[config.mk]
export PLATFORM = sky130hd
export DESIGN_NAME = uart_rx_frontend
export DESIGN_NICKNAME = d
export VERILOG_FILES = /design/src/rtl/uart_rx_frontend.sv
export SDC_FILE = /design/constraint.sdc
export NUM_CORES = 1
export LEC_CHECK = 0
export CORE_MARGIN = 8
export CORE_UTILIZATION = 50
export DETAILED_ROUTE_END_ITERATION = 8
export PLACE_DENSITY = 0.68
export SLEW_MARGIN = 20
export SYNTH_ARGS = -nofsm -noshare
export SYNTH_HDL_FRONTEND = slang
export SYNTH_SLANG_ARGS = --single-unit
[constraint.sdc]
create_clock -name clk -period 2.7 [get_ports clk]
set_clock_uncertainty 0.2 [all_clocks]
set_input_delay 0.27 -clock clk [delete_from_list [all_inputs] [get_ports clk]]
set_output_delay 0.27 -clock clk [all_outputs]
set_load 0.1 [all_outputs]
[src/rtl/uart_rx_frontend.sv]
// 8N1 UART receive front end: rx synchroniser, 16x oversampling deframer with
// 3-sample majority vote, and a small byte FIFO with a valid/ready output.
// Optional even-parity support is enabled by defining UART_RX_PARITY_EN.
module uart_rx_frontend #(
  parameter int CLK_FREQ   = 100_000_000,
  parameter int BAUD       = 115_200,
  parameter int FIFO_DEPTH = 4
) (
  input  logic       clk,
  input  logic       rst,
  input  logic       rx,
  output logic [7:0] m_data,
  output logic       m_valid,
  input  logic       m_ready,
  output logic       frame_err,
  output logic       overrun,
  output logic       busy
`ifdef UART_RX_PARITY_EN
  , output logic     parity_err
`endif
);

  localparam int TICK_DIV = CLK_FREQ / (BAUD * 16);
  localparam int TICK_W   = (TICK_DIV > 1) ? $clog2(TICK_DIV) : 1;
  localparam int AW       = $clog2(FIFO_DEPTH);
  localparam logic [TICK_W-1:0] TICK_MAX = TICK_W'(TICK_DIV - 1);

  typedef enum logic [2:0] {
    ST_IDLE,
    ST_START,
    ST_DATA,
`ifdef UART_RX_PARITY_EN
    ST_PARITY,
`endif
    ST_STOP,
    ST_WAIT_IDLE
  } state_t;

  state_t            state;
  logic [1:0]        sync_q;
  logic              rx_s;
  logic              rx_d;
  logic [TICK_W-1:0] tick_cnt;
  logic              tick;
  logic [3:0]        sub_cnt;
  logic [2:0]        bit_cnt;
  logic [1:0]        samp;
  logic              maj;
  logic              decide;
  logic              bit_end;
  logic              start_edge;
  logic [7:0]        shreg;
  logic              byte_valid;
`ifdef UART_RX_PARITY_EN
  logic              par_bad;
`endif

  // Synchroniser resets to the idle level so reset release never looks like a start edge.
  always_ff @(posedge clk) begin
    if (rst) begin
      sync_q <= 2'b11;
      rx_d   <= 1'b1;
    end else begin
      sync_q <= {sync_q[0], rx};
      rx_d   <= rx_s;
    end
  end

  assign rx_s       = sync_q[1];
  assign start_edge = (state == ST_IDLE) && rx_d && !rx_s;

  // Restarting the divider on the start edge puts sub-tick 8 near mid-bit.
  always_ff @(posedge clk) begin
    if (rst || start_edge || tick) begin
      tick_cnt <= '0;
    end else begin
      tick_cnt <= tick_cnt + 1'b1;
    end
  end

  assign tick    = (tick_cnt == TICK_MAX);
  assign decide  = tick && (sub_cnt == 4'd9);
  assign bit_end = tick && (sub_cnt == 4'd15);
  assign maj     = (samp[0] & samp[1]) | (samp[0] & rx_s) | (samp[1] & rx_s);

  always_ff @(posedge clk) begin
    if (rst) begin
      state      <= ST_IDLE;
      sub_cnt    <= '0;
      bit_cnt    <= '0;
      samp       <= '0;
      shreg      <= '0;
      busy       <= 1'b0;
      frame_err  <= 1'b0;
      byte_valid <= 1'b0;
`ifdef UART_RX_PARITY_EN
      parity_err <= 1'b0;
      par_bad    <= 1'b0;
`endif
    end else begin
      frame_err  <= 1'b0;
      byte_valid <= 1'b0;
`ifdef UART_RX_PARITY_EN
      parity_err <= 1'b0;
`endif
      // NOTE: later non-blocking assignments in this block override these defaults.
      if (tick)                       sub_cnt <= sub_cnt + 4'd1;
      if (tick && sub_cnt == 4'd7)    samp[0] <= rx_s;
      if (tick && sub_cnt == 4'd8)    samp[1] <= rx_s;

      case (state)
        ST_IDLE: begin
          if (start_edge) begin
            state   <= ST_START;
            sub_cnt <= '0;
            bit_cnt <= '0;
            busy    <= 1'b1;
`ifdef UART_RX_PARITY_EN
            par_bad <= 1'b0;
`endif
          end
        end

        ST_START: begin
          if (decide && maj) begin
            state <= ST_IDLE;
            busy  <= 1'b0;
          end else if (bit_end) begin
            state <= ST_DATA;
          end
        end

        ST_DATA: begin
          if (decide) shreg <= {maj, shreg[7:1]};
          if (bit_end) begin
            if (bit_cnt == 3'd7) begin
`ifdef UART_RX_PARITY_EN
              state <= ST_PARITY;
`else
              state <= ST_STOP;
`endif
            end else begin
              bit_cnt <= bit_cnt + 3'd1;
            end
          end
        end

`ifdef UART_RX_PARITY_EN
        ST_PARITY: begin
          // Even parity: data plus parity bit must hold an even number of ones.
          if (decide && (^{shreg, maj})) begin
            parity_err <= 1'b1;
            par_bad    <= 1'b1;
          end
          if (bit_end) state <= ST_STOP;
        end
`endif

        ST_STOP: begin
          if (decide) begin
            if (maj) begin
`ifdef UART_RX_PARITY_EN
              byte_valid <= !par_bad;
`else
              byte_valid <= 1'b1;
`endif
              state <= ST_IDLE;
              busy  <= 1'b0;
            end else begin
              frame_err <= 1'b1;
              state     <= ST_WAIT_IDLE;
            end
          end
        end

        ST_WAIT_IDLE: begin
          if (rx_s) begin
            state <= ST_IDLE;
            busy  <= 1'b0;
          end
        end

        default: begin
          state <= ST_IDLE;
          busy  <= 1'b0;
        end
      endcase
    end
  end

  // Byte FIFO: pointers carry one extra wrap bit to tell full from empty.
  logic [7:0]  mem [FIFO_DEPTH];
  logic [AW:0] wr_ptr;
  logic [AW:0] rd_ptr;
  logic [AW:0] wr_next;
  logic [AW:0] rd_next;
  logic [7:0]  head_next;
  logic        full;
  logic        pop;
  logic        do_push;

  assign full    = (wr_ptr[AW] != rd_ptr[AW]) && (wr_ptr[AW-1:0] == rd_ptr[AW-1:0]);
  assign pop     = m_valid && m_ready;
  assign do_push = byte_valid && (!full || pop);

  always_comb begin
    rd_next   = rd_ptr + {{AW{1'b0}}, pop};
    wr_next   = wr_ptr + {{AW{1'b0}}, do_push};
    head_next = mem[rd_next[AW-1:0]];
    if (do_push && (rd_next == wr_ptr)) head_next = shreg;
  end

  always_ff @(posedge clk) begin
    if (rst) begin
      wr_ptr  <= '0;
      rd_ptr  <= '0;
      m_valid <= 1'b0;
      m_data  <= '0;
      overrun <= 1'b0;
    end else begin
      wr_ptr  <= wr_next;
      rd_ptr  <= rd_next;
      m_valid <= (wr_next != rd_next);
      if (wr_next != rd_next) m_data <= head_next;
      overrun <= byte_valid && full && !pop;
    end
  end

  // NOTE: storage is left unreset; the pointers alone define which entries are live.
  always_ff @(posedge clk) begin
    if (do_push) mem[wr_ptr[AW-1:0]] <= shreg;
  end

endmodule
==> results.cfg <==
[global_routing]
grt_antenna_before_repair = 0
first_global_vias = 2078
busiest_layer = met2
globalRouteMet2Util_pct = 20.3
gr-usage-all-layers_pct = 12.8
grt_overflow_total = 0
grt_start_max_net_pins = 21
globalRouteMet3Util_pct = 5.26
grt_first_pass_wirelength_um = 9800
met1_usage_pct = 14.8

[clock_network]
tritoncts.num_buffers = 9
max-clock-path-buffers = 2
ctsHoldBuffers = 0
tritoncts = built
ctsRootBufferMaster = sky130_fd_sc_hd__clkbuf_8
post-cts-setup-buffers = 0
numClockSinks = 80
cts_clk_pin_slew_worst_paths_ns = 0.08
post_cts_resize_count = 0
clkLatencyLatePin_ns = 0.34
ctsHtreeMaxLevel = 3

[power_and_ir_drop]
power_switching_uw = 534
clockPowerShare_pct = 38.4
power.ir.vdd_worst_mv = 0.393
power_switching_share_pct = 22.4
cellInternalPower_mw = 1.85
pwr-share-seq_pct = 54.1
overall_power_of_the_completed_layout_mw = 2.39
power.static_leakage_nw = 1.41
power_density_nw_per_um2 = 618
pwr-share-comb_pct = 7.4

[synth]
synth_top_area_share_pct = 28.5
synthesis.area_um2 = 3370
synth.top_cells.by_count = sky130_fd_sc_hd__dfxtp_1 (48), sky130_fd_sc_hd__edfxtp_1 (32), sky130_fd_sc_hd__nor2_1 (30)
synth_top_cells_by_area = sky130_fd_sc_hd__dfxtp_1 (28%), sky130_fd_sc_hd__edfxtp_1 (28%), sky130_fd_sc_hd__mux2i_1 (5.3%)
synth_edf_count = 32
synth_cell_type_count = 47
synthMostInstantiatedCell = sky130_fd_sc_hd__dfxtp_1
ys_ff_latch = 80
ys.flop_type = sky130_fd_sc_hd__dfxtp_1
synth_cells = 274
synthesis_warnings = 0
async_reset_ff_share_pct = 0
synth.yosys.seq_area_share_pct = 57.0
avgSynthCellArea_um2 = 12.3
synth_top_cell_by_area = sky130_fd_sc_hd__dfxtp_1
synth_fp_nets = 289

[worst_setup_path]
worstRegToRegCells = 8
crit_required_ns = 2.77
regToRegSetupSlack_ns = 0.23
crit_path_cell_trace = xor2_1 > a41oi_2 > ha_1 > ha_1 > xor2_1 > nor2_1 > and3b_1 > o2bb2ai_1
crit_path_start_kind = register
worstPathArrival_ns = 2.54
crit_path_top_delay_cell = sky130_fd_sc_hd__dfxtp_1
critical_path.max_fanout = 8
timing_worst_setup_path_type = register to register
worstSetupEndpointType = register
worst_path_max_stage_delay_ns = 0.41

[sta]
report.final.slew_viol_count = 0
finalSetupViolCount = 0
final.min_clock_period_ns = 2.47
maxSlewHeadroom_pct = 65.9
post-route-period-util_pct = 91.4
hold_viol = 0
grt_setup_unrepaired = no
max_freq_mhz = 405
holdWs_ns = 0.222
fin_setup_tns_ns = 0
transition_time_of_the_tightest_slew_check_pin_ns = 0.511

[die]
coreArea_um2 = 6640
initial_core_util_pct = 50.8
pin_count = 16
die_height_um = 98.2
fp-row-count = 30
die_width_um = 98.2
dieArea_um2 = 9630

[drt]
drcViolationCount = 0
post_drt_via_cell_ratio = 5.36
via_count = 2051
detail_route.first_pass.iterations = 4
dr.first_iter.drc_count = 53
sum_of_routed_wire_length_over_all_layers_um = 5640
detail_route.wl_per_cell_um = 14.7
final_antenna_net_count = 0

[cells_and_area]
finalNonFillerCells = 383
antennaDiodeCount = 0
design_area_um2 = 3860
area_growth_pct = 14.5
finish.net_count = 313
fraction_of_final_layout_cells_with_drive_strength_greater_than_1_pct = 17.8

[run_status]
status = complete, no violations

[place]
io_buffers = 15
dp_hpwl_um = 4080
placed_cells = 367
globalplace.congestion = 0.794
post_dp_cell_area_um2 = 3650

[run]
max_cap_violations = 0

[worst_hold_path]
number_of_stages_on_the_worst_hold_path = 1
worst_hold_path_type = register to register
[final cells by class]
type / count / area, µm²
Clock buffer: 10 / 128
Clock inverter: 6 / 85.1
Fill cell: 560 / 2780
Inverter: 7 / 26.3
Multi-Input combinational cell: 173 / 1370
Sequential cell: 80 / 1920
Tap cell: 80 / 100
Timing Repair Buffer: 27 / 235
[final timing paths]
path | start | end
worst min-delay path | sync_q[0]$_SDFF_PP1_ | sync_q[1]$_SDFF_PP1_
worst max-delay path | wr_ptr[2]$_SDFF_PP0_ | m_data[6]$_SDFFE_PP0P_
worst min register to register | sync_q[0]$_SDFF_PP1_ | sync_q[1]$_SDFF_PP1_
worst max register to register | wr_ptr[2]$_SDFF_PP0_ | m_data[6]$_SDFFE_PP0P_
[layer usage]
metal	up-vias	wire length (µm)
met3	9	227
met2	32	2690
met4	0	120
met1	964	2600
met5	-	0
li1	1046	-
[cells in the final DEF (no fill, tap or decap), types with 5 or more instances in the layout]
master                       n
sky130_fd_sc_hd__dfxtp_1    47
sky130_fd_sc_hd__edfxtp_1   32
sky130_fd_sc_hd__nor2_1     30
sky130_fd_sc_hd__buf_4      22
sky130_fd_sc_hd__mux2i_1    18
sky130_fd_sc_hd__nand2_1    12
sky130_fd_sc_hd__ha_1       11
sky130_fd_sc_hd__xnor2_1     9
sky130_fd_sc_hd__xor2_1      9
sky130_fd_sc_hd__clkbuf_8    9
sky130_fd_sc_hd__mux4_2      8
sky130_fd_sc_hd__o2bb2ai_1   8
sky130_fd_sc_hd__inv_1       7
sky130_fd_sc_hd__a21oi_1     7
sky130_fd_sc_hd__nand4_1     5
[flip-flops by register name, summed over array words and instances (netlist names), 3 cells and up]
name	cells
bit_cnt	3
m_data	8
mem	32
rd_ptr	3
shreg	8
state	3
sub_cnt	4
tick_cnt	6
wr_ptr	3
[worst max-delay path, delay by kind of cell (launching register included)]
kind            cells  cell delay (ns)
flops               1             0.41
xor+xnor            2             0.43
fa+ha+maj           2             0.51
simple gates        2             0.53
compound gates      2             0.33
[kinds of logic after synthesis]
logic type	count (synthesis)	share of synthesized area, %
xor gates and xnor gates	18	4.67
AOI/OAI and AO/OA	30	6.60
DFF	80	57.0
adders and majority gates	12	4.38
muxes	26	10.7
and+or+nand+nor	87	14.2
buffers and inverters	21	2.56
[per-stage QoR]
step | util [%] | setup slack [ns]
after CTS | 58.2 | 0.222
after detailed placement | 55.0 | 0.0730
after global placement | 55.0 | 0.138
after global routing | 58.2 | 0.0896
final | 58.2 | 0.233
after floorplan | - | 0.127
[power groups by stage]
stage / registers [mW] / clock network, mW / logic (mW)
final: 1.29 / 0.919 / 0.178
after detailed placement: 1.32 / 0 / 0.178
after floorplan: 1.32 / 0 / 0.136
after global placement: 1.32 / 0 / 0.174
after CTS: 1.29 / 0.945 / 0.178
after global routing: 1.30 / 0.992 / 0.202
(Power assumes the default switching activity.)
